File: src/rtl/regwrite_arbiter_pkg.sv
// Shared widths and the write-request record passed between the arbiter and
// its output stage.
package regwrite_arbiter_pkg;

    localparam int REG_ADDR_W = 5;
    localparam int XLEN       = 32;
    localparam int NUM_REGS   = 32;
    localparam int CNT_W      = 4;

    typedef struct packed {
        logic                  valid;
        logic [REG_ADDR_W-1:0] rd;
        logic [XLEN-1:0]       data;
        logic                  from_b;
    } wr_req_t;

endpackage

File: src/rtl/regwrite_scoreboard.sv
// Pending-write scoreboard: one busy bit per architectural register, set on
// long-latency issue and cleared when that unit's result commits.
module regwrite_scoreboard
    import regwrite_arbiter_pkg::*;
(
    input  logic                  clk,
    input  logic                  rst,
    input  logic                  set_en,
    input  logic [REG_ADDR_W-1:0] set_rd,
    input  logic                  clr_en,
    input  logic [REG_ADDR_W-1:0] clr_rd,
    input  logic [REG_ADDR_W-1:0] rs1,
    input  logic [REG_ADDR_W-1:0] rs2,
    output logic                  hazard
);

    logic [NUM_REGS-1:0] busy;
    logic [NUM_REGS-1:0] busy_next;

    // Set is applied after clear so a same-edge issue to a committing register wins.
    always_comb begin
        busy_next = busy;
        if (clr_en) begin
            busy_next[clr_rd] = 1'b0;
        end
        if (set_en) begin
            busy_next[set_rd] = 1'b1;
        end
        busy_next[0] = 1'b0;
    end

    always_ff @(posedge clk) begin
        if (rst) begin
            busy <= '0;
        end else begin
            busy <= busy_next;
        end
    end

    assign hazard = busy[rs1] | busy[rs2];

endmodule

File: src/rtl/regwrite_arbiter.sv
// Register-file write-port arbiter: pipeline writeback (A) has fixed priority
// over a long-latency unit (B), with a registered output and starvation stall.
module regwrite_arbiter
    import regwrite_arbiter_pkg::*;
#(
    parameter int STARVE_LIMIT = 4
) (
    input  logic                  clk,
    input  logic                  rst,
    input  logic                  a_valid,
    input  logic [REG_ADDR_W-1:0] a_rd,
    input  logic [XLEN-1:0]       a_data,
    input  logic                  b_valid,
    output logic                  b_ready,
    input  logic [REG_ADDR_W-1:0] b_rd,
    input  logic [XLEN-1:0]       b_data,
    input  logic                  issue_valid,
    input  logic [REG_ADDR_W-1:0] issue_rd,
    input  logic [REG_ADDR_W-1:0] rs1,
    input  logic [REG_ADDR_W-1:0] rs2,
    output logic                  hazard,
    output logic                  stall_req,
    output logic                  RegWrite,
    output logic [REG_ADDR_W-1:0] Write_register,
    output logic [XLEN-1:0]       Write_data
);

    localparam logic [CNT_W-1:0] LIMIT = CNT_W'(STARVE_LIMIT);

    wr_req_t          next_req;
    wr_req_t          out_q;
    logic             b_fire;
    logic [CNT_W-1:0] starve_cnt;

    assign b_ready = !a_valid;
    assign b_fire  = b_valid & b_ready;

    always_comb begin
        next_req = '0;
        if (a_valid) begin
            next_req.valid  = 1'b1;
            next_req.rd     = a_rd;
            next_req.data   = a_data;
            next_req.from_b = 1'b0;
        end else if (b_fire) begin
            next_req.valid  = 1'b1;
            next_req.rd     = b_rd;
            next_req.data   = b_data;
            next_req.from_b = 1'b1;
        end
    end

    always_ff @(posedge clk) begin
        if (rst) begin
            out_q <= '0;
        end else begin
            out_q <= next_req;
        end
    end

    // Writes to x0 still occupy the output slot but never reach the register file.
    assign RegWrite       = out_q.valid && (out_q.rd != '0);
    assign Write_register = out_q.rd;
    assign Write_data     = out_q.data;

    always_ff @(posedge clk) begin
        if (rst) begin
            starve_cnt <= '0;
        end else if (!b_valid || b_fire) begin
            starve_cnt <= '0;
        end else if (starve_cnt != LIMIT) begin
            starve_cnt <= starve_cnt + 1'b1;
        end
    end

    assign stall_req = (starve_cnt == LIMIT);

    regwrite_scoreboard u_scoreboard (
        .clk    (clk),
        .rst    (rst),
        .set_en (issue_valid && (issue_rd != '0)),
        .set_rd (issue_rd),
        .clr_en (RegWrite && out_q.from_b),
        .clr_rd (out_q.rd),
        .rs1    (rs1),
        .rs2    (rs2),
        .hazard (hazard)
    );

endmodule

File: config.mk
export PLATFORM = sky130hd
export DESIGN_NAME = regwrite_arbiter
export DESIGN_NICKNAME = d
export VERILOG_FILES = /design/src/rtl/regwrite_arbiter_pkg.sv /design/src/rtl/regwrite_scoreboard.sv /design/src/rtl/regwrite_arbiter.sv
export SDC_FILE = /design/constraint.sdc
export NUM_CORES = 1
export LEC_CHECK = 0
export ABC_AREA = 1
export BUFFER_PORTS_ARGS = -buffer_cell sky130_fd_sc_hd__buf_2
export CAP_MARGIN = 20
export CORE_UTILIZATION = 40
export CTS_CLUSTER_SIZE = 20
export DETAILED_ROUTE_END_ITERATION = 6
export PLACE_DENSITY = 0.62
export SLEW_MARGIN = 25
export SYNTH_ARGS = -nofsm -noshare
export SYNTH_HDL_FRONTEND = slang
export SYNTH_HIERARCHICAL = 1
export SYNTH_SLANG_ARGS = --single-unit
File: constraint.sdc
create_clock -name clk -period 1.53 [get_ports clk]
set_input_delay 0.2295 -clock clk [delete_from_list [all_inputs] [get_ports clk]]
set_output_delay 0.2295 -clock clk [all_outputs]
set_load 0.02 [all_outputs]
==> flow_summary_export.csv <==
group,metric,value,unit
outcome,run_status,"finished with violations",
outcome,violations,"negative setup slack",
finish,area_growth,25.74,%
critical_path,r2r-start,"Write_register[3]",
critical_path,cp_max_fo,2,
synth,synthSimpleGateAreaFrac,35.50,%
floorplan,fp.dieW,99.92,um
synth,ys_types,22,
global_routing,grt_pass1_vias,3828,
critical_path,worstReg2RegEnd,"u_scoreboard/busy[16]",
clock_tree,h-tree-depth,3,
sta,holdWs,0.06823,ns
finish,fillers,979,
detailed_routing,drtAntennaViolNets,0,
global_routing,grt_usage,21.83,%
synth,synth_top_area_share,38.63,%
place,placed_cell_area,4518,um2
clock_tree,cts_tree,"yes",
critical_path,critical_path_class,"reg -> out",
sta,setup_ws,-0.07352,ns
job,max-cap-violations,0,
place,portBuffers,134,
finish,instances_no_fill,833,
finish,fin_nets,796,
critical_path,crit_path_start_kind,"flip-flop",
detailed_routing,vias,3951,
synth,synth.avg_cell_area,6.612,um2
finish,n_antenna_cell,0,
finish,multiInputGateArea,1737,um2
finish,drive_gt1_share,32.81,%
sta,fin_crit_sh,104.8,%
sta,setup_viol,1,
finish,mostFrequentLayoutCells,"nand2_1 (229), buf_2 (132), nand3_1 (63)",
synth,yosys.area.top_type,"dfxtp_1",
detailed_routing,first_pass_iters,7,
synth,synthAdderAreaFrac,0.6525,%
clock_tree,clk_pin_slew_worst_paths,0.08,ns
global_routing,antenna_found_initial,0,
sta,finalMaxSlewViolations,0,
sta,fmax,0.6236,GHz
clock_tree,cts.sinks,74,
finish,stdcell_area,4822,um2
critical_path,crit_start,"u_scoreboard/busy[7]",
clock_tree,cts_root_buffer,"clkbuf_8",
clock_tree,cts_buffers,9,
synth,synth.yosys.seq_area_share,38.63,%
synth,synth_xor_area_share,0,%
synth,synthTopCellsByArea,"dfxtp_1 (39%), nand2_1 (23%), nand3_1 (8.6%)",
synth,syn_inst,580,
floorplan,initial_core_util,41.31,%
floorplan,die_y,99.92,um
synth,syn_area,3835,um2
power,p_total,4373,uW
floorplan,io_pins,135,
global_routing,grt_overflow,0,
sta,worst_pin_slew,0.8586,ns
hold_path,worstHoldPathType,"in -> reg",
critical_path,cp.arrival,1.37,ns
synth,syn_nets,676,
floorplan,die_area,9983,um2
clock_tree,clockBufferDepth,2,
clock_tree,clk_latency,0.34,ns
finish,final_common_cell,"nand2_1",
synth,synth_warnings,6,
power,leakagePower,0.002384,uW
sta,fin_skew,0.006646,ns
clock_tree,cts_hold_buf,0,
critical_path,r2r_cells,8,
place,hpwlAfterDp,8.105,mm
detailed_routing,drtIter0Drc,173,
sta,fin_crit,1.604,ns
critical_path,cp.required,1.30,ns
place,place_ws,-0.02575,ns
floorplan,rows,35,
place,gp_congestion,0.8709,
power,ir_drop,0.0005057,V
sta,slew_headroom,42.32,%
global_routing,grt_max_degree,38,
synth,synth-compound-area-share,8.548,%
detailed_routing,via_per_inst,4.743,
sta,rsz0062_at_grt,"true",
critical_path,crit_end,"hazard",
synth,synth_top_family_by_area,"simple AND/OR/NAND/NOR gates",
detailed_routing,routedWlPerCell,12.62,um
sta,hold_viol,0,
power,powerDensity,906.8,nW/um2
synth,ys_seq_elements,74,
detailed_routing,drc,0,
critical_path,r2r_setup_slack,0.17,ns
finish,seq_area,1518,um2
detailed_routing,totalWireLength,10.51,mm
floorplan,core,9284,um2
synth,muxShareOfSynthArea,0,%
place,dp_cells,816,
critical_path,end_kind,"output pin",
global_routing,grt_pass1_wl,17.28,mm
stage by stage:
stage	setup TNS (ns)	util, %
5_1_grt	-0.1750	51.94
4_1_cts	-0.07820	51.50
3_5_place_dp	-0.03943	48.67
3_3_place_gp	0	48.67
6_report	-0.07352	51.94
2_1_floorplan	0	-
registers in the layout, summed over array words and instances (netlist names):
signal and flops:
Write_data 32, u_scoreboard/busy 31, Write_register 5, starve_cnt 4, out_q 2
worst max-delay path: stages, from the launching register on:
cell and delay [ns]:
dfxtp_2 0.33, inv_1 0.07, nand2_1 0.05, nand3_1 0.07
nand3_1 0.09, nand3_1 0.09, nand3_1 0.07, nand2_1 0.07
nand2_1 0.06, buf_6 0.13
metal layers:
| metal | global-route usage, % | part of all wire, % |
|---|---|---|
| met3 | 4.387 | 7.0 |
| met1 | 25.37 | 42 |
| met5 | 0 | 0 |
| met2 | 38.41 | 49 |
| met4 | 10.41 | 2.7 |
layout make-up:
cell class                 instances  share of cell area (%)
multi-input combinational        393                   36.01
sequential                        74                   31.47
timing repair buffer             164                   20.13
inverter                          58                   4.515
tap                              129                   3.347
clock buffer                      11                   2.932
clock inverter                     4                   1.583
worst min path at each step:
stage,startpoint,end,slack (ns),depth (start not counted)
after CTS,b_data[7],Write_data[7],0.05,3
after detailed placement,b_rd[2],Write_register[2],0.42,3
final,b_data[12],Write_data[12],0.07,3
after global placement,b_data[19],Write_data[19],0.42,3
after global routing,b_data[26],Write_data[26],0.07,3
after floorplan,rst,u_scoreboard/busy[13],0.30,1
synth_stat cells:
master / instances
nand2_1: 231
dfxtp_1: 74
nand3_1: 66
inv_1: 51
buf_4: 39
o21ai_0: 33
a21oi_1: 31
nor2_1: 13
nor3_1: 9
buf_6: 8
inv_2: 7
buf_2: 4
clkbuf_1: 3
ha_1: 2
nor3_2: 2
clkbuf_4: 1
nand2_2: 1
nand3_2: 1
nand4_1: 1
nor2_4: 1
nor3_4: 1
o211ai_1: 1
timing repair:
item | 4_1_cts | 5_1_grt
pin swaps | 5 | 11
gates resized for setup | 28 | 17
endpoints found under the setup margin | 2 | 19
buffers inserted | 1 | 1
kinds of logic after synthesis:
kind of cell / after synthesis
fa+ha+maj: 2
flops: 74
simple gates: 326
buf+inv: 113
compound gates: 65
power by group:
group          switching (uW)  leakage [uW]  total (uW)  internal [uW]
clock                     702      0.000106        1660            957
sequential               27.7      0.000620        2030           2000
combinational             405       0.00166         685            280
(Power assumes the default switching activity.)
